===== config.mk =====
export PLATFORM = sky130hd
export DESIGN_NAME = vc_flit_sink
export DESIGN_NICKNAME = d
export VERILOG_FILES = /design/src/rtl/sink_pkg.sv /design/src/rtl/sink_ready_gen.sv /design/src/rtl/vc_flit_sink.sv
export SDC_FILE = /design/constraint.sdc
export NUM_CORES = 1
export LEC_CHECK = 0
export BUFFER_PORTS_ARGS = -buffer_cell sky130_fd_sc_hd__buf_2
export CORE_UTILIZATION = 49
export CTS_BUF_LIST = sky130_fd_sc_hd__clkbuf_2
export DETAILED_ROUTE_END_ITERATION = 7
export MAX_ROUTING_LAYER = met4
export PLACE_DENSITY = 0.85
export SLEW_MARGIN = 30
export SYNTH_ARGS = -nofsm -noshare
export SYNTH_HDL_FRONTEND = slang
export SYNTH_SLANG_ARGS = --single-unit

===== constraint.sdc =====
create_clock -name clk -period 2.8 [get_ports clk]
set_input_delay 0.14 -clock clk [delete_from_list [all_inputs] [get_ports clk]]
set_output_delay 0.14 -clock clk [all_outputs]
set_load 0.02 [all_outputs]

===== src/rtl/sink_pkg.sv =====
// Shared types and constants for the virtual-channel flit sink.
package sink_pkg;

    // Sink verdict FSM states
    typedef enum logic [1:0] {
        ST_RUN  = 2'd0,
        ST_DONE = 2'd1,
        ST_FAIL = 2'd2
    } sink_state_e;

    // Ready-generation policies
    typedef enum logic [1:0] {
        RDY_ALWAYS = 2'd0,
        RDY_DUTY   = 2'd1,
        RDY_LFSR   = 2'd2
    } rdy_mode_e;

    // Bit positions inside err_code_o
    localparam int ERR_VC  = 0;
    localparam int ERR_SEQ = 1;
    localparam int ERR_OVF = 2;

    // One step of the 16-bit Fibonacci LFSR, taps 16,14,13,11
    function automatic logic [15:0] lfsr_step(input logic [15:0] s);
        return {s[14:0], s[15] ^ s[13] ^ s[12] ^ s[10]};
    endfunction

endpackage


===== src/rtl/sink_ready_gen.sv =====
// Flop-only ready generator: always-on, duty-cycle or pseudo-random backpressure.
module sink_ready_gen
    import sink_pkg::*;
#(
    parameter int          RDY_MODE   = 1,
    parameter int          RDY_PERIOD = 16,
    parameter int          RDY_ON     = 2,
    parameter logic [15:0] SEED       = 16'hACE1
) (
    input  logic clk,
    input  logic rstn,
    output logic ready_o
);

    localparam int PW = (RDY_PERIOD > 1) ? $clog2(RDY_PERIOD) : 1;

    logic          run_q;
    logic [PW-1:0] cnt_q;
    logic [15:0]   lfsr_q;
    logic          ready_s;

    // Run flag, duty-cycle counter and LFSR all free-run from reset release
    always_ff @(posedge clk or negedge rstn) begin
        if (!rstn) begin
            run_q  <= 1'b0;
            cnt_q  <= '0;
            lfsr_q <= SEED;
        end else begin
            run_q  <= 1'b1;
            cnt_q  <= (cnt_q == PW'(RDY_PERIOD - 1)) ? '0 : cnt_q + PW'(1);
            lfsr_q <= lfsr_step(lfsr_q);
        end
    end

    // Ready is a pure function of the flops above, never of any input
    always_comb begin
        ready_s = 1'b0;
        case (RDY_MODE)
            int'(RDY_ALWAYS): ready_s = run_q;
            int'(RDY_DUTY):   ready_s = run_q & (int'(cnt_q) < RDY_ON);
            int'(RDY_LFSR):   ready_s = run_q & lfsr_q[0];
            default:          ready_s = 1'b0;
        endcase
    end

    assign ready_o = ready_s;

endmodule


===== src/rtl/vc_flit_sink.sv =====
// Traffic sink: counts flits per virtual channel, checks sequence numbers,
// and reports a sticky DONE/FAIL verdict.
`ifndef VN
`define VN 2
`endif
`ifndef DW
`define DW 32
`endif

module vc_flit_sink
    import sink_pkg::*;
#(
    parameter int          VN         = `VN,
    parameter int          DW         = `DW,
    parameter int          EXPECT     = 1000,
    parameter int          RDY_MODE   = 1,
    parameter int          RDY_PERIOD = 16,
    parameter int          RDY_ON     = 2,
    parameter int          SW         = 8,
    parameter logic [15:0] SEED       = 16'hACE1,
    localparam int         CW         = $clog2(EXPECT + 1)
) (
    input  logic             clk,
    input  logic             rstn,
    input  logic [VN-1:0]    vc_i,
    input  logic [DW-1:0]    data_i,
    input  logic             valid_i,
    output logic             ready_o,
    output logic [VN*CW-1:0] cnt_o,
    output logic             done_o,
    output logic             err_o,
    output logic [2:0]       err_code_o
);

    logic          ready_s;
    logic          accept_s;
    logic          onehot_s;
    logic          all_full_s;
    logic [2:0]    err_n_s;
    logic [CW-1:0] cnt_n_s   [VN];
    logic [SW-1:0] seq_n_s   [VN];
    logic [CW-1:0] cnt_q     [VN];
    logic [SW-1:0] exp_seq_q [VN];
    logic [2:0]    err_code_q;
    sink_state_e   state_q;
    logic          done_q;
    logic          err_q;

    sink_ready_gen #(
        .RDY_MODE  (RDY_MODE),
        .RDY_PERIOD(RDY_PERIOD),
        .RDY_ON    (RDY_ON),
        .SEED      (SEED)
    ) u_ready_gen (
        .clk    (clk),
        .rstn   (rstn),
        .ready_o(ready_s)
    );

    assign accept_s = valid_i & ready_s;

    // Next counts, expected sequence numbers and error bits for this accept
    always_comb begin
        onehot_s = (vc_i != '0) && ((vc_i & (vc_i - VN'(1))) == '0);
        err_n_s  = err_code_q;
        for (int v = 0; v < VN; v++) begin
            cnt_n_s[v] = cnt_q[v];
            seq_n_s[v] = exp_seq_q[v];
        end
        if (accept_s) begin
            if (!onehot_s) begin
                err_n_s[ERR_VC] = 1'b1;
            end else begin
                for (int v = 0; v < VN; v++) begin
                    if (vc_i[v]) begin
                        if (data_i[SW-1:0] != exp_seq_q[v]) begin
                            err_n_s[ERR_SEQ] = 1'b1;
                        end else begin
                            err_n_s[ERR_SEQ] = err_n_s[ERR_SEQ];
                        end
                        // Resync to the received number so one gap reports once
                        seq_n_s[v] = data_i[SW-1:0] + SW'(1);
                        if (cnt_q[v] == CW'(EXPECT)) begin
                            err_n_s[ERR_OVF] = 1'b1;
                        end else begin
                            cnt_n_s[v] = cnt_q[v] + CW'(1);
                        end
                    end else begin
                        cnt_n_s[v] = cnt_q[v];
                    end
                end
            end
        end else begin
            err_n_s = err_code_q;
        end
        all_full_s = 1'b1;
        for (int v = 0; v < VN; v++) begin
            if (cnt_n_s[v] != CW'(EXPECT)) begin
                all_full_s = 1'b0;
            end else begin
                all_full_s = all_full_s;
            end
        end
    end

    // Per-VC counters, expected sequence numbers and sticky error code
    always_ff @(posedge clk or negedge rstn) begin
        if (!rstn) begin
            for (int v = 0; v < VN; v++) begin
                cnt_q[v]     <= '0;
                exp_seq_q[v] <= '0;
            end
            err_code_q <= 3'b000;
        end else begin
            for (int v = 0; v < VN; v++) begin
                cnt_q[v]     <= cnt_n_s[v];
                exp_seq_q[v] <= seq_n_s[v];
            end
            err_code_q <= err_n_s;
        end
    end

    // Verdict FSM; an error in the completing cycle takes priority over DONE
    always_ff @(posedge clk or negedge rstn) begin
        if (!rstn) begin
            state_q <= ST_RUN;
            done_q  <= 1'b0;
            err_q   <= 1'b0;
        end else begin
            case (state_q)
                ST_RUN: begin
                    if (err_n_s != 3'b000) begin
                        state_q <= ST_FAIL;
                        done_q  <= 1'b0;
                        err_q   <= 1'b1;
                    end else if (all_full_s) begin
                        state_q <= ST_DONE;
                        done_q  <= 1'b1;
                        err_q   <= 1'b0;
                    end else begin
                        state_q <= ST_RUN;
                        done_q  <= 1'b0;
                        err_q   <= 1'b0;
                    end
                end
                ST_DONE: begin
                    if (err_n_s != 3'b000) begin
                        state_q <= ST_FAIL;
                        done_q  <= 1'b0;
                        err_q   <= 1'b1;
                    end else begin
                        state_q <= ST_DONE;
                        done_q  <= 1'b1;
                        err_q   <= 1'b0;
                    end
                end
                ST_FAIL: begin
                    state_q <= ST_FAIL;
                    done_q  <= 1'b0;
                    err_q   <= 1'b1;
                end
                default: begin
                    state_q <= ST_FAIL;
                    done_q  <= 1'b0;
                    err_q   <= 1'b1;
                end
            endcase
        end
    end

    // Flatten the per-VC counters onto the output bus
    always_comb begin
        cnt_o = '0;
        for (int v = 0; v < VN; v++) begin
            cnt_o[v*CW +: CW] = cnt_q[v];
        end
    end

    assign ready_o    = ready_s;
    assign done_o     = done_q;
    assign err_o      = err_q;
    assign err_code_o = err_code_q;

endmodule


==> qor.yml <==
outcome:
  status: "complete, but fails checks"
  violations: "negative setup slack"
worst_setup_path:
  cp_slowest_cell: "or4b_4"
  cp-start-kind: "flop"
  cp_top_family: "simple AND/OR/NAND/NOR gates"
  cp.depth: 7
  endpoint_kind: "flop"
  crit_buf_inv: 0
  crit_path_max_incr_delay_ns: 0.60
  cp_cell_sequence: "or4b_4 -> or4_4 -> a22oi_2 -> nand4_1 -> nor4b_2 -> or4b_4 -> a21oi_2"
  crit_top_cell: "or4b_4"
  required_ns: 3.17
  crit_arrival_ns: 3.18
  worstSetupPathType: "flop to flop"
  r2r_cells: 7
  crit_fanout: 5
placed_design:
  dp_hpwl_um: 3820
  gp_congestion: 0.897
  port-buffer-count: 38
  place_inst: 352
yosys:
  yosysUniqueCellTypes: 41
  ys_seq_elements: 47
  ys_seq_area_share_pct: 48.3
  synth.avg_cell_area_um2: 10.1
  synth-main-ff-cell: "dfrtp_1"
  yosysTopAreaCellShare_pct: 48.3
  syn_area_mm2: 0.00243
  yosys.area.top_type: "dfrtp_1"
  synth_nets: 285
  synthTopCellsByArea: "dfrtp_1 (48%), xor2_1 (9.7%), nand2_1 (4.9%), o21ai_0 (4.1%), xnor2_1 (4.0%)"
  synth_cells: 242
  synth_edf_count: 0
  async_flop_share_pct: 100
  yosysMostFrequentCell: "dfrtp_1"
  yosys-top-cells-count: "dfrtp_1 (47), nand2_1 (32), xor2_1 (27), o21ai_0 (20), nand3_1 (14)"
  ys_warn_count: 0
global_route:
  grt_max_degree: 48
  antenna_found_initial: 0
  grt_pass1_wl_um: 8830
  grt_overflow: 0
  grt_pass1_vias: 1942
  grt_usage_pct: 22.9
sta:
  hold_viol: 0
  report.final.slew_viol_count: 0
  rsz0062_at_grt: "yes"
  tns_ns: -0.0185
  whs_ns: 0.0773
  timing.fmax_mhz: 355
  setup_ws_ns: -0.0185
  skew_ns: 0.0158
  min_period_ns: 2.82
  finalCritPeriodShare_pct: 101
  worst_pin_slew_ns: 0.593
  finalSetupViolations: 1
  maxSlewHeadroom_pct: 60.5
pwr:
  swShare_pct: 28.3
  powerDensity_mw_per_mm2: 451
  pwr-share-seq_pct: 56.6
  power_mw: 1.34
  max-vdd-ir-drop_mv: 0.238
  intPower_mw: 0.960
  pwr-share-comb_pct: 16.4
  netSwitchingPower_mw: 0.379
  leakage_nw: 1.44
  p_clk_share_pct: 27.0
floorplanning:
  core_area_mm2: 0.00475
  ios: 63
  rows: 25
  start_util_pct: 51.2
  die_y_um: 72.5
  die_area_mm2: 0.00525
  die_w_um: 72.5
layout:
  fin_cells: 370
  n_antenna_cell: 0
  layout-drive-gt1-share_pct: 28.4
  nets: 345
  syn_to_final_growth_pct: 22.0
  fillers: 408
route:
  antenna_left: 0
  drtIter0Drc: 86
  vias: 2015
  wl_per_cell_um: 14.9
  drc_errors: 0
  drtPass1Iterations: 4
  routed_wl_um: 5530
  via_per_inst: 5.45
clock_tree:
  cts.sinks: 47
  cts_made_buffers: 5
  worstSkewPairLatency_ns: 0.42
  clock-root-buffer: "clkbuf_2"
  h-tree-depth: 2
  cts_tree: "built"
  path_clk_slew_ns: 0.22
  clockBufferDepth: 2
job:
  cap_violations: 0
hold_path:
  min_path_type: "input port to flop"
  whs_path_depth: 3
[state kept, by name (all words and copies together) (netlist names)]
signal             flops
err_o                  1
cnt_o                 20
u_ready_gen.cnt_q      4
err_code_o             3
u_ready_gen.run_q      1
exp_seq_q             16
state_q                2
[placed cells by master (no fill, tap or decap), drive strengths merged, types with 2 or more instances in the layout]
cell type / count
or4: 5
or3: 3
and3: 2
or2: 2
dfrtp: 47
clkinv: 2
xnor2: 12
nor3: 3
or4b: 3
inv: 13
a31oi: 2
nor4bb: 2
nor2: 5
buf: 57
nand4: 9
o31ai: 3
xor2: 27
a21oi: 5
clkbuf: 5
nand3b: 2
nand3: 14
ha: 6
nor4b: 2
nand2: 32
o21ai: 21
dlygate4sd3: 3
and4: 3
nor4: 5
[power by group through the flow]
stage / logic [mW] / clock network [mW] / registers, mW
finish: 0.220 / 0.361 / 0.759
global route: 0.243 / 0.404 / 0.765
CTS: 0.218 / 0.368 / 0.759
detailed placement: 0.206 / 0 / 0.771
global placement: 0.199 / 0 / 0.768
floorplan: 0.107 / 0 / 0.787
[per-layer routing]
metal	vias up	GRT usage, %	routed length (µm)	share of wire [%]
met4	0	7.41	103	1.9
li1	962	-	-	-
met1	987	27.0	2320	42
met5	-	-	0	0
met3	12	4.86	238	4.3
met2	54	39.3	2870	52
[path summary, 6_finish.rpt]
kind	start	endpoint	slack (ns)
max in group asynchronous	rstn	cnt_o[14]	2.17
min in group asynchronous	rstn	exp_seq_q[13]	0.21
worst max-delay path	u_ready_gen.cnt_q[2]	state_q[0]	-0.02
worst min-delay path	data_i[7]	exp_seq_q[15]	0.08
worst min register to register	state_q[1]	err_o	0.51
worst max register to register	u_ready_gen.cnt_q[2]	state_q[0]	-0.02
[metrics by stage]
stage	setup WS, ns	area (µm²)	util, %
floorplan	0.0426	2430	-
global placement	-0.0758	2760	58.1
detailed placement	-0.136	2760	58.1
CTS	-0.0339	2950	62.0
global route	-0.102	2970	62.5
finish	-0.0185	2970	62.5
[kinds of logic after synthesis]
| kind of cell | after synthesis | synth area share, % |
|---|---|---|
| simple gates | 93 | 21.8 |
| flops | 47 | 48.3 |
| xor+xnor | 39 | 14.3 |
| compound gates | 34 | 8.02 |
| buf+inv | 21 | 3.85 |
| fa+ha+maj | 6 | 3.08 |
| other cells | 1 | 0.154 |
| mux | 1 | 0.462 |
[worst register-to-register path, stage by stage, from the launching register on]
cell     delay (ns)
dfrtp_1        0.43
or4b_4         0.60
or4_4          0.55
a22oi_2        0.19
nand4_1        0.15
nor4b_2        0.25
or4b_4         0.49
a21oi_2        0.13
[cell type report]
cell class / count / area, µm² / area share [%]
multi-input cells: 175 / 1230 / 41.3
flip-flops and latches: 47 / 1180 / 39.6
repair buffers: 60 / 373 / 12.5
well taps: 67 / 83.8 / 2.82
inverters: 13 / 48.8 / 1.64
clock inverters: 3 / 38.8 / 1.31
clock buffers: 5 / 25.0 / 0.842
[timing repair]
item	4_1_cts	5_1_grt
hold buffers	3	0
buffers inserted	5	1
gates cloned	1	0
gates resized for setup	10	5
endpoints found under the hold margin	50	0
pin swaps	11	3
setup endpoints to repair	1	1
Power figures use the tool's default switching activity.
